===== config.mk =====
export PLATFORM = sky130hd
export DESIGN_NAME = if_id_skid_reg
export DESIGN_NICKNAME = d
export VERILOG_FILES = /design/src/rtl/if_id_skid_reg_pkg.sv /design/src/rtl/if_id_skid_reg_pipe_slot.sv /design/src/rtl/if_id_skid_reg.sv
export SDC_FILE = /design/constraint.sdc
export NUM_CORES = 1
export LEC_CHECK = 0
export BUFFER_PORTS_ARGS = -buffer_cell sky130_fd_sc_hd__buf_2
export CAP_MARGIN = 20
export CORE_ASPECT_RATIO = 1.75
export CORE_MARGIN = 5
export CORE_UTILIZATION = 40
export CTS_BUF_LIST = sky130_fd_sc_hd__clkbuf_8
export CTS_CLUSTER_SIZE = 10
export DETAILED_ROUTE_END_ITERATION = 12
export PLACE_DENSITY = 0.65
export SETUP_SLACK_MARGIN = 0.1
export SYNTH_ARGS = -nofsm -noshare
export SYNTH_HDL_FRONTEND = slang
export SYNTH_SLANG_ARGS = --single-unit

===== constraint.sdc =====
create_clock -name i_clk -period 4.2 [get_ports i_clk]
set_input_delay 0.84 -clock i_clk [delete_from_list [all_inputs] [get_ports i_clk]]
set_output_delay 0.84 -clock i_clk [all_outputs]
set_load 0.03 [all_outputs]

===== src/rtl/if_id_skid_reg_pkg.sv =====
// ----------------------------------------------------------------------------
// if_id_skid_reg_pkg
// Shared definitions for the IF/ID skid register:
//   state_e        - occupancy state of the two-slot buffer
//   DEF_NOP_INSTR  - default bubble instruction (addi x0,x0,0)
//   DEF_RESET_PC   - default PC presented after reset/flush
//   state_has_beat - true when the state holds a beat for decode
// ----------------------------------------------------------------------------
package if_id_skid_reg_pkg;

    // EMPTY: nothing held; ONE: main slot valid; FULL: main and skid valid.
    // ST_BAD never occurs in normal operation and falls back to EMPTY.
    typedef enum logic [1:0] {
        ST_EMPTY = 2'd0,
        ST_ONE   = 2'd1,
        ST_FULL  = 2'd2,
        ST_BAD   = 2'd3
    } state_e;

    localparam logic [31:0] DEF_NOP_INSTR = 32'h0000_0013;
    localparam logic [31:0] DEF_RESET_PC  = 32'h0000_0000;

    function automatic logic state_has_beat(input state_e st);
        return (st != ST_EMPTY);
    endfunction

endpackage


===== src/rtl/if_id_skid_reg_pipe_slot.sv =====
// ----------------------------------------------------------------------------
// if_id_skid_reg_pipe_slot
// One {pc, instr} payload register of the IF/ID skid buffer.
// Ports:
//   i_clk        clock
//   i_res        asynchronous active-high reset (pc <= RST_PC, instr <= NOP)
//   i_load       capture i_pc / i_instr
//   i_clr_instr  force instr to NOP (wins over i_load)
//   i_clr_pc     force pc to RST_PC (wins over i_load)
//   i_pc/i_instr payload in
//   o_pc/o_instr payload out (straight from the flops)
// ----------------------------------------------------------------------------
module if_id_skid_reg_pipe_slot
    import if_id_skid_reg_pkg::*;
#(
    parameter int                   PC_W    = 32,
    parameter int                   INSTR_W = 32,
    parameter logic [PC_W-1:0]      RST_PC  = PC_W'(DEF_RESET_PC),
    parameter logic [INSTR_W-1:0]   NOP     = INSTR_W'(DEF_NOP_INSTR)
) (
    input  logic                i_clk,
    input  logic                i_res,
    input  logic                i_load,
    input  logic                i_clr_instr,
    input  logic                i_clr_pc,
    input  logic [PC_W-1:0]     i_pc,
    input  logic [INSTR_W-1:0]  i_instr,
    output logic [PC_W-1:0]     o_pc,
    output logic [INSTR_W-1:0]  o_instr
);

    logic [PC_W-1:0]    r_pc;
    logic [INSTR_W-1:0] r_instr;

    // pc and instr clear independently: draining to EMPTY bubbles the
    // instruction but keeps the last PC visible.
    always_ff @(posedge i_clk or posedge i_res) begin
        if (i_res) begin
            r_pc    <= RST_PC;
            r_instr <= NOP;
        end else begin
            if (i_clr_pc)
                r_pc <= RST_PC;
            else if (i_load)
                r_pc <= i_pc;

            if (i_clr_instr)
                r_instr <= NOP;
            else if (i_load)
                r_instr <= i_instr;
        end
    end

    assign o_pc    = r_pc;
    assign o_instr = r_instr;

endmodule


===== src/rtl/if_id_skid_reg.sv =====
// ----------------------------------------------------------------------------
// if_id_skid_reg
// IF/ID pipeline boundary with a 2-entry skid buffer. Gives one beat per
// cycle while in_ready comes straight from the state flops.
// Ports:
//   i_clk        clock
//   i_res        asynchronous active-high reset
//   i_flush      synchronous squash of all held beats
//   i_in_valid   fetch presents a beat
//   o_in_ready   buffer can accept (state != FULL)
//   i_in_pc      fetch PC
//   i_in_instr   fetched instruction
//   o_out_valid  beat valid to decode (state != EMPTY)
//   i_out_ready  decode accepts the beat
//   o_out_pc     PC to decode
//   o_out_instr  instruction to decode, NOP_INSTR when nothing is held
// ----------------------------------------------------------------------------
module if_id_skid_reg
    import if_id_skid_reg_pkg::*;
#(
    parameter int                   PC_W      = 32,
    parameter int                   INSTR_W   = 32,
    parameter logic [INSTR_W-1:0]   NOP_INSTR = INSTR_W'(DEF_NOP_INSTR),
    parameter logic [PC_W-1:0]      RESET_PC  = PC_W'(DEF_RESET_PC)
) (
    input  logic                i_clk,
    input  logic                i_res,
    input  logic                i_flush,
    input  logic                i_in_valid,
    output logic                o_in_ready,
    input  logic [PC_W-1:0]     i_in_pc,
    input  logic [INSTR_W-1:0]  i_in_instr,
    output logic                o_out_valid,
    input  logic                i_out_ready,
    output logic [PC_W-1:0]     o_out_pc,
    output logic [INSTR_W-1:0]  o_out_instr
);

    state_e r_state;

    logic w_in_fire;
    logic w_out_fire;

    logic w_main_load;
    logic w_main_from_skid;
    logic w_main_clr_instr;
    logic w_main_clr_pc;
    logic w_skid_load;
    logic w_skid_clr;

    logic [PC_W-1:0]    w_main_pc_d;
    logic [INSTR_W-1:0] w_main_instr_d;
    logic [PC_W-1:0]    w_skid_pc;
    logic [INSTR_W-1:0] w_skid_instr;

    // Handshake outputs are pure state decodes: no input reaches them
    // combinationally.
    assign o_out_valid = state_has_beat(r_state);
    assign o_in_ready  = (r_state != ST_FULL);

    assign w_in_fire  = i_in_valid & o_in_ready;
    assign w_out_fire = o_out_valid & i_out_ready;

    // ------------------------------------------------------------------
    // Slot control
    // ------------------------------------------------------------------
    always_comb begin
        w_main_load      = 1'b0;
        w_main_from_skid = 1'b0;
        w_main_clr_instr = 1'b0;
        w_main_clr_pc    = 1'b0;
        w_skid_load      = 1'b0;
        w_skid_clr       = 1'b0;

        if (i_flush) begin
            // Flush beats everything, including a beat offered this cycle.
            w_main_clr_instr = 1'b1;
            w_main_clr_pc    = 1'b1;
            w_skid_clr       = 1'b1;
        end else begin
            case (r_state)
                ST_EMPTY: begin
                    w_main_load = w_in_fire;
                end
                ST_ONE: begin
                    if (w_in_fire && w_out_fire)
                        w_main_load = 1'b1;        // pass-through, skid unused
                    else if (w_in_fire)
                        w_skid_load = 1'b1;        // decode stalled: park in skid
                    else if (w_out_fire)
                        w_main_clr_instr = 1'b1;   // drained: bubble, keep pc
                end
                ST_FULL: begin
                    if (w_out_fire) begin
                        w_main_load      = 1'b1;
                        w_main_from_skid = 1'b1;
                    end
                end
                default: ;
            endcase
        end
    end

    assign w_main_pc_d    = w_main_from_skid ? w_skid_pc    : i_in_pc;
    assign w_main_instr_d = w_main_from_skid ? w_skid_instr : i_in_instr;

    // ------------------------------------------------------------------
    // State machine
    // ------------------------------------------------------------------
    always_ff @(posedge i_clk or posedge i_res) begin
        if (i_res) begin
            r_state <= ST_EMPTY;
        end else if (i_flush) begin
            r_state <= ST_EMPTY;
        end else begin
            case (r_state)
                ST_EMPTY: begin
                    if (w_in_fire)
                        r_state <= ST_ONE;
                end
                ST_ONE: begin
                    if (w_in_fire && !w_out_fire)
                        r_state <= ST_FULL;
                    else if (!w_in_fire && w_out_fire)
                        r_state <= ST_EMPTY;
                end
                ST_FULL: begin
                    if (w_out_fire)
                        r_state <= ST_ONE;
                end
                default: r_state <= ST_EMPTY;
            endcase
        end
    end

    // ------------------------------------------------------------------
    // Payload slots
    // ------------------------------------------------------------------
    if_id_skid_reg_pipe_slot #(
        .PC_W    (PC_W),
        .INSTR_W (INSTR_W),
        .RST_PC  (RESET_PC),
        .NOP     (NOP_INSTR)
    ) u_main (
        .i_clk       (i_clk),
        .i_res       (i_res),
        .i_load      (w_main_load),
        .i_clr_instr (w_main_clr_instr),
        .i_clr_pc    (w_main_clr_pc),
        .i_pc        (w_main_pc_d),
        .i_instr     (w_main_instr_d),
        .o_pc        (o_out_pc),
        .o_instr     (o_out_instr)
    );

    if_id_skid_reg_pipe_slot #(
        .PC_W    (PC_W),
        .INSTR_W (INSTR_W),
        .RST_PC  (RESET_PC),
        .NOP     (NOP_INSTR)
    ) u_skid (
        .i_clk       (i_clk),
        .i_res       (i_res),
        .i_load      (w_skid_load),
        .i_clr_instr (w_skid_clr),
        .i_clr_pc    (w_skid_clr),
        .i_pc        (i_in_pc),
        .i_instr     (i_in_instr),
        .o_pc        (w_skid_pc),
        .o_instr     (w_skid_instr)
    );

endmodule

* Yosys cells after proc, flatten, opt, wreduce, memory -nomap -nowiden
Index checks and enable logic that the tools add are counted.
** Word-level totals
- Bits in registers :: 130
- Bits of input ports :: 69
- Output and inout port bits :: 66
- Word-level logic and storage cells :: 55
** Operators by class
- Equal/unequal tests :: 6
- Multiplexer cells :: 31
- Bitwise operators :: 2
- Reduce and logical (&&, ||, !) cells :: 11
** Operator list (count)
- $mux 32 :: 10
- $mux 1 :: 14
- $mux 2 :: 5
- $reduce_bool 2->1 :: 4
- $ne 3x3->1 const B :: 2
- $pmux 2 s3 :: 1
- $ne 4x4->1 const B :: 1
- $logic_and 1x1->1 :: 3
- $pmux 1 s3 :: 1
- $reduce_and 3->1 :: 1
- $and 1x1->1 :: 2
- $eq 2x1->1 const B :: 1
- $eq 2x2->1 const B :: 1
- $logic_not 1->1 :: 2
- $logic_not 2->1 :: 1
- $ne 2x2->1 const B :: 1

* Longest topological paths before layout
Gate-level depths: netlist of run 1.
- Word-level depth :: 8
- Mapped depth :: 6
- Gate-level depth less buffers :: 4

* Hierarchy
A second synthesis of run 1 with hierarchy kept.
** Unflattened totals
- Cell total of the unflattened synthesis :: 501
- Area, all modules :: 6482.5 um^2
** By module, submodules not included
- if_id_skid_reg_pipe_slot :: times used 2, cells an instance 206, area an instance 2621.3 um^2, seq. area each 1605.3 um^2
- if_id_skid_reg :: times used 1, cells an instance 89, area an instance 1239.9 um^2, seq. area each 50.0 um^2

* Least setup slack after synthesis of run 1
No wires, ideal clock.
- Kind :: input to register
- From :: in i_flush
- To :: reg u_main.r_pc[0] (netlist: u_main.o_pc[0])
- Library setup time :: 0.123 ns
- Data arrival time :: 1.669 ns
- Data required time :: 4.077 ns
- Setup slack :: 2.409 ns
- Stages on the path :: 5
- Path buffers :: 2
- Cell sequence :: buf_2 nor2_8 buf_6 mux2i_1 o2bb2ai_1
** On the way
- Cells in the longest elaborated chain, start to end :: 4
- Elaborated cells on any way between the ends :: 7
- Classes of those cells :: 6 x mux; 1 x reduce/logical
** Ends and longest elaborated chain
- start, declared :: RTL line if_id_skid_reg.sv:28 : input logic i_flush,
- $mux 1 :: RTL line if_id_skid_reg.sv:75 : if (i_flush) begin
- $mux 32 :: RTL line if_id_skid_reg.sv:104 : assign w_main_pc_d = w_main_from_skid ? w_skid_pc : i_in_pc;
- $mux 32 :: RTL line if_id_skid_reg_pipe_slot.sv:44 : else if (i_load)
- $mux 32 :: RTL line if_id_skid_reg_pipe_slot.sv:42 : if (i_clr_pc)
- end signal, assigned :: RTL line if_id_skid_reg_pipe_slot.sv:45 : r_pc <= i_pc;
- end, declared :: RTL line if_id_skid_reg_pipe_slot.sv:32 : logic [PC_W-1:0] r_pc;
Parallel ways exist; a longest one is shown, timed or not. The select of a mux whose other input is x is not followed.
A chain may end at the register's enable or synchronous reset.

* Final worst setup path of run 1
- From :: in i_out_ready
- To :: reg u_skid.r_pc[16] (netlist: u_skid.o_pc[16])
** On the way
- Cells in the longest elaborated chain, start to end :: 6
** Ends and longest elaborated chain
- start, declared :: RTL line if_id_skid_reg.sv:34 : input logic i_out_ready,
- $and 1x1->1 :: RTL line if_id_skid_reg.sv:62 : assign w_out_fire = o_out_valid & i_out_ready;
- $logic_and 1x1->1 :: RTL line if_id_skid_reg.sv:86 : if (w_in_fire && w_out_fire)
- $mux 1 :: RTL line if_id_skid_reg.sv:86
- $mux 1 :: RTL line if_id_skid_reg.sv:81 : case (r_state)
- $mux 1 :: RTL line if_id_skid_reg.sv:75
- $reduce_bool 2->1 (no source line)
- end signal, assigned :: RTL line if_id_skid_reg_pipe_slot.sv:45
- end, declared :: RTL line if_id_skid_reg_pipe_slot.sv:32
Every way passes these cells.

==> results of run 1 <==
per-layer routing:
metal	share of wire	up-vias	global-route usage	wire [um]
met2	0.54	97	0.303	7200
met1	0.40	1911	0.201	5240
met3	0.047	13	0.0486	625
met4	0.011	2	0.0553	146
met5	0.00053	-	0	7
li1	-	1722	-	-
worst max-delay path: stages:
cell and delay [ns]:
buf_2 0.14, nand2b_1 0.21, nor2_1 0.11, nor2_4 0.71
buf_4 0.41, a22o_1 0.20
cell usage after synthesis:
cell / number
dfrtp_1: 124
mux2_2: 3
buf_2: 17
mux2i_1: 62
o22a_1: 3
nand2_1: 1
nor2b_1: 1
nand3b_4: 1
nor2_2: 2
inv_1: 5
o21ai_1: 1
buf_4: 9
nor2_8: 1
o21a_1: 1
a211oi_1: 1
a22o_1: 61
nand2b_4: 1
buf_6: 6
or3_1: 1
nand2b_1: 3
a2bb2oi_1: 3
nor2_1: 3
dfstp_2: 6
o2bb2ai_1: 61
nor3b_2: 1
nor3_2: 1
xnor2_1: 1
or2_2: 2
how the worst max path moves through the flow:
stage / slack [ns] / from / cells after the start / end
after floorplan: 1.76 / i_res / 1 / r_state[0]
after global placement: 1.53 / i_out_ready / 6 / u_skid.o_pc[20]
after detailed placement: 1.47 / i_out_ready / 6 / u_skid.o_pc[16]
after CTS: 1.92 / i_out_ready / 6 / u_skid.o_pc[16]
after global routing: 1.78 / i_out_ready / 6 / u_skid.o_pc[16]
final: 1.90 / i_out_ready / 6 / u_skid.o_pc[16]
state kept, by name (all words and copies together), names as in the netlist:
name and count:
u_skid.o_pc 32, u_main.o_instr 32, r_state 2, u_main.o_pc 32
u_skid.o_instr 32
logic make-up (layout without fill, tap and decap cells):
kind of cell	after synthesis	in the layout
xor+xnor	1	1
flops	130	130
mux	65	65
compound gates	131	131
simple gates	18	18
buf+inv	37	179
power breakdown:
part / switching, mW / leakage, nW / internal [mW] / total [mW]
combinational: 0.237 / 1.19 / 0.114 / 0.352
sequential: 0.0349 / 1.75 / 1.31 / 1.35
clock: 0.522 / 0.195 / 0.610 / 1.13
area by class of cell:
cell class                      instances  area [um2]  share of cell area
Clock buffer                           18         248              0.0372
Clock inverter                         14         179              0.0268
Inverter                                5        22.5             0.00338
Multi-Input combinational cell        215        1970               0.296
Sequential cell                       130        3260               0.489
Tap cell                              174         218              0.0327
Timing Repair Buffer                  142         768               0.115
through the flow:
| stage | total power, mW | worst slack [ns] | hold slack [ns] | instance area, um2 | utilization |
|---|---|---|---|---|---|
| 2_1_floorplan | 1.59 | 1.76 | 0.473 | 5460 | - |
| 3_3_place_gp | 1.72 | 1.53 | 0.460 | 6220 | 0.465 |
| 3_5_place_dp | 1.72 | 1.47 | 0.458 | 6220 | 0.465 |
| 4_1_cts | 2.87 | 1.92 | 0.469 | 6650 | 0.497 |
| 5_1_grt | 2.95 | 1.78 | 0.275 | 6670 | 0.498 |
| 6_report | 2.83 | 1.90 | 0.308 | 6670 | 0.498 |
==> results.cfg, run 1 <==
[critical_path]
worstPathRequired_ns = 4.55
worst_ep_arrival_time_ns = 2.65
start_kind = primary input
critical_path_peak_fanout = 38
rr_worst_depth = 5
reg2reg_from = r_state[1]
path_class = in2reg
worstReg2RegEnd = u_skid.o_pc[16]
worst_setup_path_end_kind = flop
ff2ff_setup_slack_ns = 2.00

[clock_tree]
clock_sinks = 130
cts_root_buf = clkbuf_8
cts_buffer_depth = 2
cts-resized-gates = 0
cts_buffers = 17
clk_pin_slew_ns = 0.08
cts_tree = built
ctsHoldBuffers = 0
insertion_delay_ns = 0.42
htreeDepth = 4
post_cts_buffers = 0

[timing]
hold_viol = 0
fin_crit_sh = 0.547
rsz0062_at_grt = no
finalSetupViolCount = 0
setup_tns_ns = 0
clock_skew_ns = 0.0123
fmax_mhz = 435
tightest_slew_ns = 0.931
layout_min_cycle_time_ns = 2.30
slew_headroom = 0.378
drv_slew = 0

[pwr]
leakage_nw = 3.13
ir_drop_mv = 0.222
pwr_density_cell_nw_per_um2 = 424

[layout]
final.fill_count = 1182
fin_nets = 580
layout_common_cells = buf_2 (134), dfrtp_1 (124), mux2i_1 (62)
layout-drive-gt1-share = 0.370
diodes = 0
layoutNonFillerInstCount = 698
layout_commonest_cell = buf_2
area_delta_synth_final_pct = 22.3

[yosys]
synth_fa_ha_area_frac = 0
synth_xor_area_frac = 0.00161
synth_area_um2 = 5450
synth_cells = 382
yosysUniqueCellTypes = 28
yosys_warnings = 0
synth_compound_area_frac = 0.209
yosys-mux-area-fraction = 0.120
ys_seq_elements = 130
syn_avg_cell_area_um2 = 14.3
synth_area_leaders = dfrtp_1 (57%), mux2i_1 (11%), a22o_1 (9.8%)
yosysSeqAreaShare = 0.598
synth_nets = 451
yosys.area.top_type = dfrtp_1
synthSimpleGateAreaFrac = 0.0271
netlist.area_leader.share = 0.569
synth_top_family_by_area = compound AO/OA/AOI/OAI gates

[global_route]
antenna_found_initial = 1
grt_max_degree = 84
first_global_vias = 4104
grt_overflow = 0
grt_pass1_wl_um = 21800
track_usage = 0.172

[drt]
dr_total_vias = 3745
drt-initial-drc-count = 111
first_pass_iters = 4
ant_nets = 0
post-route-drc-count = 0
viasPerCell = 5.37
wl_per_cell_um = 18.9
wl_um = 13200

[place]
gp_congestion = 0.745
numPortBuffers = 134
place_inst = 665
hpwl_um = 8910

[flow_run]
maxCapViolations = 0

[run_status]
status = completed

[floorplanning]
die-area_um2 = 16200
die_w_um = 98.3
coreArea_um2 = 13400
rows = 56
ioPinCount = 135
start_util = 0.407
die_h_um = 164

[min_path]
hold_class = in2async
Power figures use the tool's default switching activity.
==> inputs of run 2 (changes only) <==
==> constraint.sdc (replaced) <==
create_clock -name i_clk -period 2.1 [get_ports i_clk]
set_input_delay 0.42 -clock i_clk [delete_from_list [all_inputs] [get_ports i_clk]]
set_output_delay 0.42 -clock i_clk [all_outputs]
set_load 0.03 [all_outputs]
==> run 2 against run 1 <==
Non-clock buffer count up 6. Die area unchanged. Combinational power up 110%. Via count up 1.6%. Worst setup slack worse by 1.7 ns. Sequential power up 99%.
==> results.cfg, run 2 (synthesis results as in run 1) <==
[run_status]
status = completed

[floorplanning]
die_w_um = 98.3
die-area_um2 = 16200
coreArea_um2 = 13400
die_h_um = 164
ioPinCount = 135
rows = 56
start_util = 0.407

[clock_tree]
ctsHoldBuffers = 0
cts_buffers = 17
cts_tree = built
clock_sinks = 130
cts_buffer_depth = 2
cts_root_buf = clkbuf_8
htreeDepth = 4
insertion_delay_ns = 0.42
clk_pin_slew_ns = 0.08
cts-resized-gates = 0
post_cts_buffers = 0

[global_route]
antenna_found_initial = 1
track_usage = 0.170
grt_overflow = 0
grt_pass1_wl_um = 21700
first_global_vias = 4152
grt_max_degree = 51

[min_path]
hold_class = in2async

[layout]
final.fill_count = 1193
layout_commonest_cell = buf_2
area_delta_synth_final_pct = 25.4
diodes = 0
layout-drive-gt1-share = 0.377
multi_input_area_um2 = 1970
layout_common_cells = buf_2 (134), dfrtp_1 (124), mux2i_1 (62)
fin_nets = 586
regArea_um2 = 3260

[timing]
setup_slack_ns = 0.233
tightest_slew_ns = 0.729
layout_min_cycle_time_ns = 1.87
hold_viol = 0
rsz0062_at_grt = no
setup_tns_ns = 0
finalSetupViolCount = 0
holdWs_ns = 0.0334
drv_slew = 0
slew_headroom = 0.513
fin_crit_sh = 0.889
fmax_mhz = 536
clock_skew_ns = 0.00841

[pwr]
leakage_nw = 3.23
p_total_mw = 5.85
ir_drop_mv = 0.400
pwr_density_cell_nw_per_um2 = 856

[critical_path]
start_kind = flop
critical_path_peak_fanout = 34
ff2ff_setup_slack_ns = 0.23
path_class = reg2reg
worstPathRequired_ns = 2.46
worst_ep_arrival_time_ns = 2.22
rr_worst_depth = 5
worst_setup_path_end_kind = flop
worstReg2RegEnd = u_skid.o_instr[25]
reg2reg_from = r_state[1]

[place]
hpwl_um = 9330
gp_congestion = 0.806
numPortBuffers = 134
post-place-ws_ns = 0.214

[drt]
wl_um = 13300
post-route-drc-count = 0
drt-initial-drc-count = 127
ant_nets = 0
wl_per_cell_um = 18.9
first_pass_iters = 4
dr_total_vias = 3806
viasPerCell = 5.41

[flow_run]
maxCapViolations = 0
## run 2: power breakdown
part,leakage [nW],total [mW],internal (mW),switching (mW)
Sequential,1.75,2.69,2.62,0.0683
Combinational,1.25,0.733,0.252,0.480
Clock,0.229,2.43,1.43,0.998
Total,3.23,5.85,4.30,1.55
## run 2: layout make-up
class                      count  area share
clock inverter                11      0.0256
inverter                       5     0.00329
timing repair buffer         148       0.132
multi-input combinational    215       0.288
sequential                   130       0.477
tap                          174      0.0318
clock buffer                  21      0.0423
## run 2: layer usage
| layer | up-vias | wire length, um | global-route usage | part of all wire |
|---|---|---|---|---|
| met4 | 2 | 197 | 0.0597 | 0.015 |
| met2 | 93 | 7260 | 0.301 | 0.55 |
| met5 | - | 7 | 0 | 0.00053 |
| li1 | 1738 | - | - | - |
| met1 | 1959 | 5290 | 0.201 | 0.40 |
| met3 | 14 | 525 | 0.0414 | 0.040 |
## run 2: worst max-delay path by stage
stage                      from            endpoint  cells past startpoint
floorplan                 i_res          r_state[0]                      1
global placement    i_out_ready  u_skid.o_instr[29]                      6
detailed placement  i_out_ready  u_skid.o_instr[25]                      6
CTS                  r_state[1]  u_skid.o_instr[25]                      5
global route         r_state[1]  u_skid.o_instr[25]                      5
finish               r_state[1]  u_skid.o_instr[25]                      5
## run 2: through the flow
stage / instances / util / instance area, um2
2_1_floorplan: 382 / - / 5460
3_3_place_gp: 672 / 0.476 / 6370
3_5_place_dp: 672 / 0.476 / 6370
4_1_cts: 704 / 0.511 / 6840
5_1_grt: 704 / 0.511 / 6840
6_report: 704 / 0.511 / 6840
## run 2: worst max-delay path, stage by stage, from the launching register on
cell and delay (ns):
dfrtp_1 0.48, nand2b_4 0.21, nor2_1 0.08, nor2_4 0.56, buf_12 0.28, a22o_1 0.18
==> inputs of run 3 (changes only) <==
--- a/config.mk
+++ b/config.mk
@@ -7,14 +7,13 @@
 export LEC_CHECK = 0
 export BUFFER_PORTS_ARGS = -buffer_cell sky130_fd_sc_hd__buf_2
 export CAP_MARGIN = 20
-export CORE_ASPECT_RATIO = 1.75
+export CORE_ASPECT_RATIO = 1.1
 export CORE_MARGIN = 5
 export CORE_UTILIZATION = 40
 export CTS_BUF_LIST = sky130_fd_sc_hd__clkbuf_8
 export CTS_CLUSTER_SIZE = 10
 export DETAILED_ROUTE_END_ITERATION = 12
 export PLACE_DENSITY = 0.65
-export SETUP_SLACK_MARGIN = 0.1
 export SYNTH_ARGS = -nofsm -noshare
 export SYNTH_HDL_FRONTEND = slang
 export SYNTH_SLANG_ARGS = --single-unit
==> run 3 against run 2 <==
First-iteration DRC count is 54% higher. Total power is 3.4% lower. Largest power group unchanged. Die area is 0.55% lower. Largest cell class unchanged. Worst setup slack worse by 0.032 ns. Combinational power is 2.7% lower. Clock skew is 0.0018 ns higher. Critical endpoint is now u_skid.o_instr[27]. Sequential share of layout area is 0.59 points higher. Maximum frequency is 1.7% lower. Worst hold slack better by 0.075 ns.
==> results.cfg, run 3 (synthesis results as in run 1) <==
[pwr]
p_int_mw = 4.21
pwr_density_cell_nw_per_um2 = 837
combPwrFrac = 0.126
switching_share = 0.256
leakage_nw = 3.20
ir_drop_mv = 0.388
switching_power_mw = 1.45
clkPwrFrac = 0.397
seqPwrFrac = 0.476

[clock_tree]
insertion_delay_ns = 0.42
post_cts_buffers = 0
cts_buffer_depth = 2
cts_root_buf = clkbuf_8
clock_sinks = 130
cts_tree = built
cts-resized-gates = 0
htreeDepth = 4
cts_buffers = 17
clk_pin_slew_ns = 0.07
ctsHoldBuffers = 0

[place]
place_area_um2 = 6330
place_inst = 678
hpwl_um = 8250
numPortBuffers = 134
gp_congestion = 0.742

[floorplanning]
ioPinCount = 135
die_w_um = 121
coreArea_um2 = 13300
rows = 44
die_h_um = 132
die-area_um2 = 16100
start_util = 0.411

[layout]
area_delta_synth_final_pct = 23.9
diodes = 0
layoutNonFillerInstCount = 708
layout_commonest_cell = buf_2
fin_nets = 582
layout_common_cells = buf_2 (134), dfrtp_1 (124), mux2i_1 (62)
layout-drive-gt1-share = 0.365
stdcell_area_um2 = 6750

[global_route]
use_met1 = 0.235
grt.busiest_layer = met2
met2_usage = 0.242
first_global_vias = 4016
globalRouteMet3Util = 0.0529
grt_max_degree = 73
track_usage = 0.164
grt_overflow = 0
antenna_found_initial = 0
grt_pass1_wl_um = 21300

[critical_path]
path_class = reg2reg
worstReg2RegEnd = u_skid.o_instr[27]
ff2ff_setup_slack_ns = 0.20
endpoint = u_skid.o_instr[27]
startpoint = r_state[1]
worst_setup_path_end_kind = flop
worst_ep_arrival_time_ns = 2.25
critical_path_peak_fanout = 34
worstPathRequired_ns = 2.45
start_kind = flop
rr_worst_depth = 5
reg2reg_from = r_state[1]

[flow_run]
maxCapViolations = 0

[min_path]
hold_class = in2async

[timing]
rsz0062_at_grt = no
layout_min_cycle_time_ns = 1.90
hold_viol = 0
slew_headroom = 0.486
fmax_mhz = 527
fin_crit_sh = 0.904
tightest_slew_ns = 0.770
finalSetupViolCount = 0
setup_tns_ns = 0
clock_skew_ns = 0.0102
drv_slew = 0

[drt]
drt-initial-drc-count = 196
wl_um = 12600
wl_per_cell_um = 17.7
first_pass_iters = 4
ant_nets = 0
dr_total_vias = 3747
post-route-drc-count = 0
viasPerCell = 5.29

[run_status]
status = completed
-- run 3: changes by cell type in the layout (fill, tap and decap cells not counted), sizes merged --
cell      change
buf           -4
clkinv        -3
clkbuf        +2
clkinvlp      -2
inv           +2
bufinv        -1
-- run 3: through the flow --
stage	total power, mW	hold WS, ns	setup slack (ns)	utilization
final	5.65	0.108	0.202	0.509
after global routing	5.92	0.121	0.0570	0.509
after CTS	5.74	0.104	0.197	0.509
after detailed placement	3.46	0.453	0.0630	0.477
after global placement	3.45	0.452	0.140	0.477
after floorplan	3.18	0.473	0.0757	-
-- run 3: critical path, cell delays in order, from the launching register on --
cell	delay, ns
dfrtp_1	0.47
nand2b_4	0.21
nor2_1	0.08
nor2_4	0.60
buf_12	0.28
a22o_1	0.17
-- run 3: worst min-delay path by stage --
| stage | slack, ns | endpoint | startpoint |
|---|---|---|---|
| after floorplan | 0.47 | u_skid.o_instr[10] | u_skid.o_instr[10] |
| after global placement | 0.45 | u_main.o_instr[0] | u_main.o_instr[0] |
| after detailed placement | 0.45 | u_main.o_instr[0] | u_main.o_instr[0] |
| after CTS | 0.10 | u_skid.o_pc[22] | i_res |
| after global routing | 0.12 | u_main.o_pc[23] | i_res |
| final | 0.11 | u_main.o_pc[21] | i_res |
-- run 3: power by group through the flow --
stage | clock network [mW] | logic (mW) | registers [mW]
finish | 2.25 | 0.713 | 2.69
floorplan | 0 | 0.283 | 2.90
detailed placement | 0 | 0.726 | 2.74
global route | 2.44 | 0.777 | 2.71
global placement | 0 | 0.715 | 2.73
CTS | 2.32 | 0.728 | 2.69
-- run 3: cell type report --
cell class | instances | area (um2)
inverter | 5 | 22.5
sequential | 130 | 3260
clock inverter | 7 | 106
timing repair buffer | 144 | 846
clock buffer | 23 | 317
fill | 1158 | 6510
multi-input combinational | 215 | 1970
tap | 184 | 230
-- run 3: metal layers --
layer,vias to the layer above,share of wire
met2,115,0.46
li1,1723,-
met3,13,0.064
met4,0,0.0088
met5,-,0
met1,1896,0.47
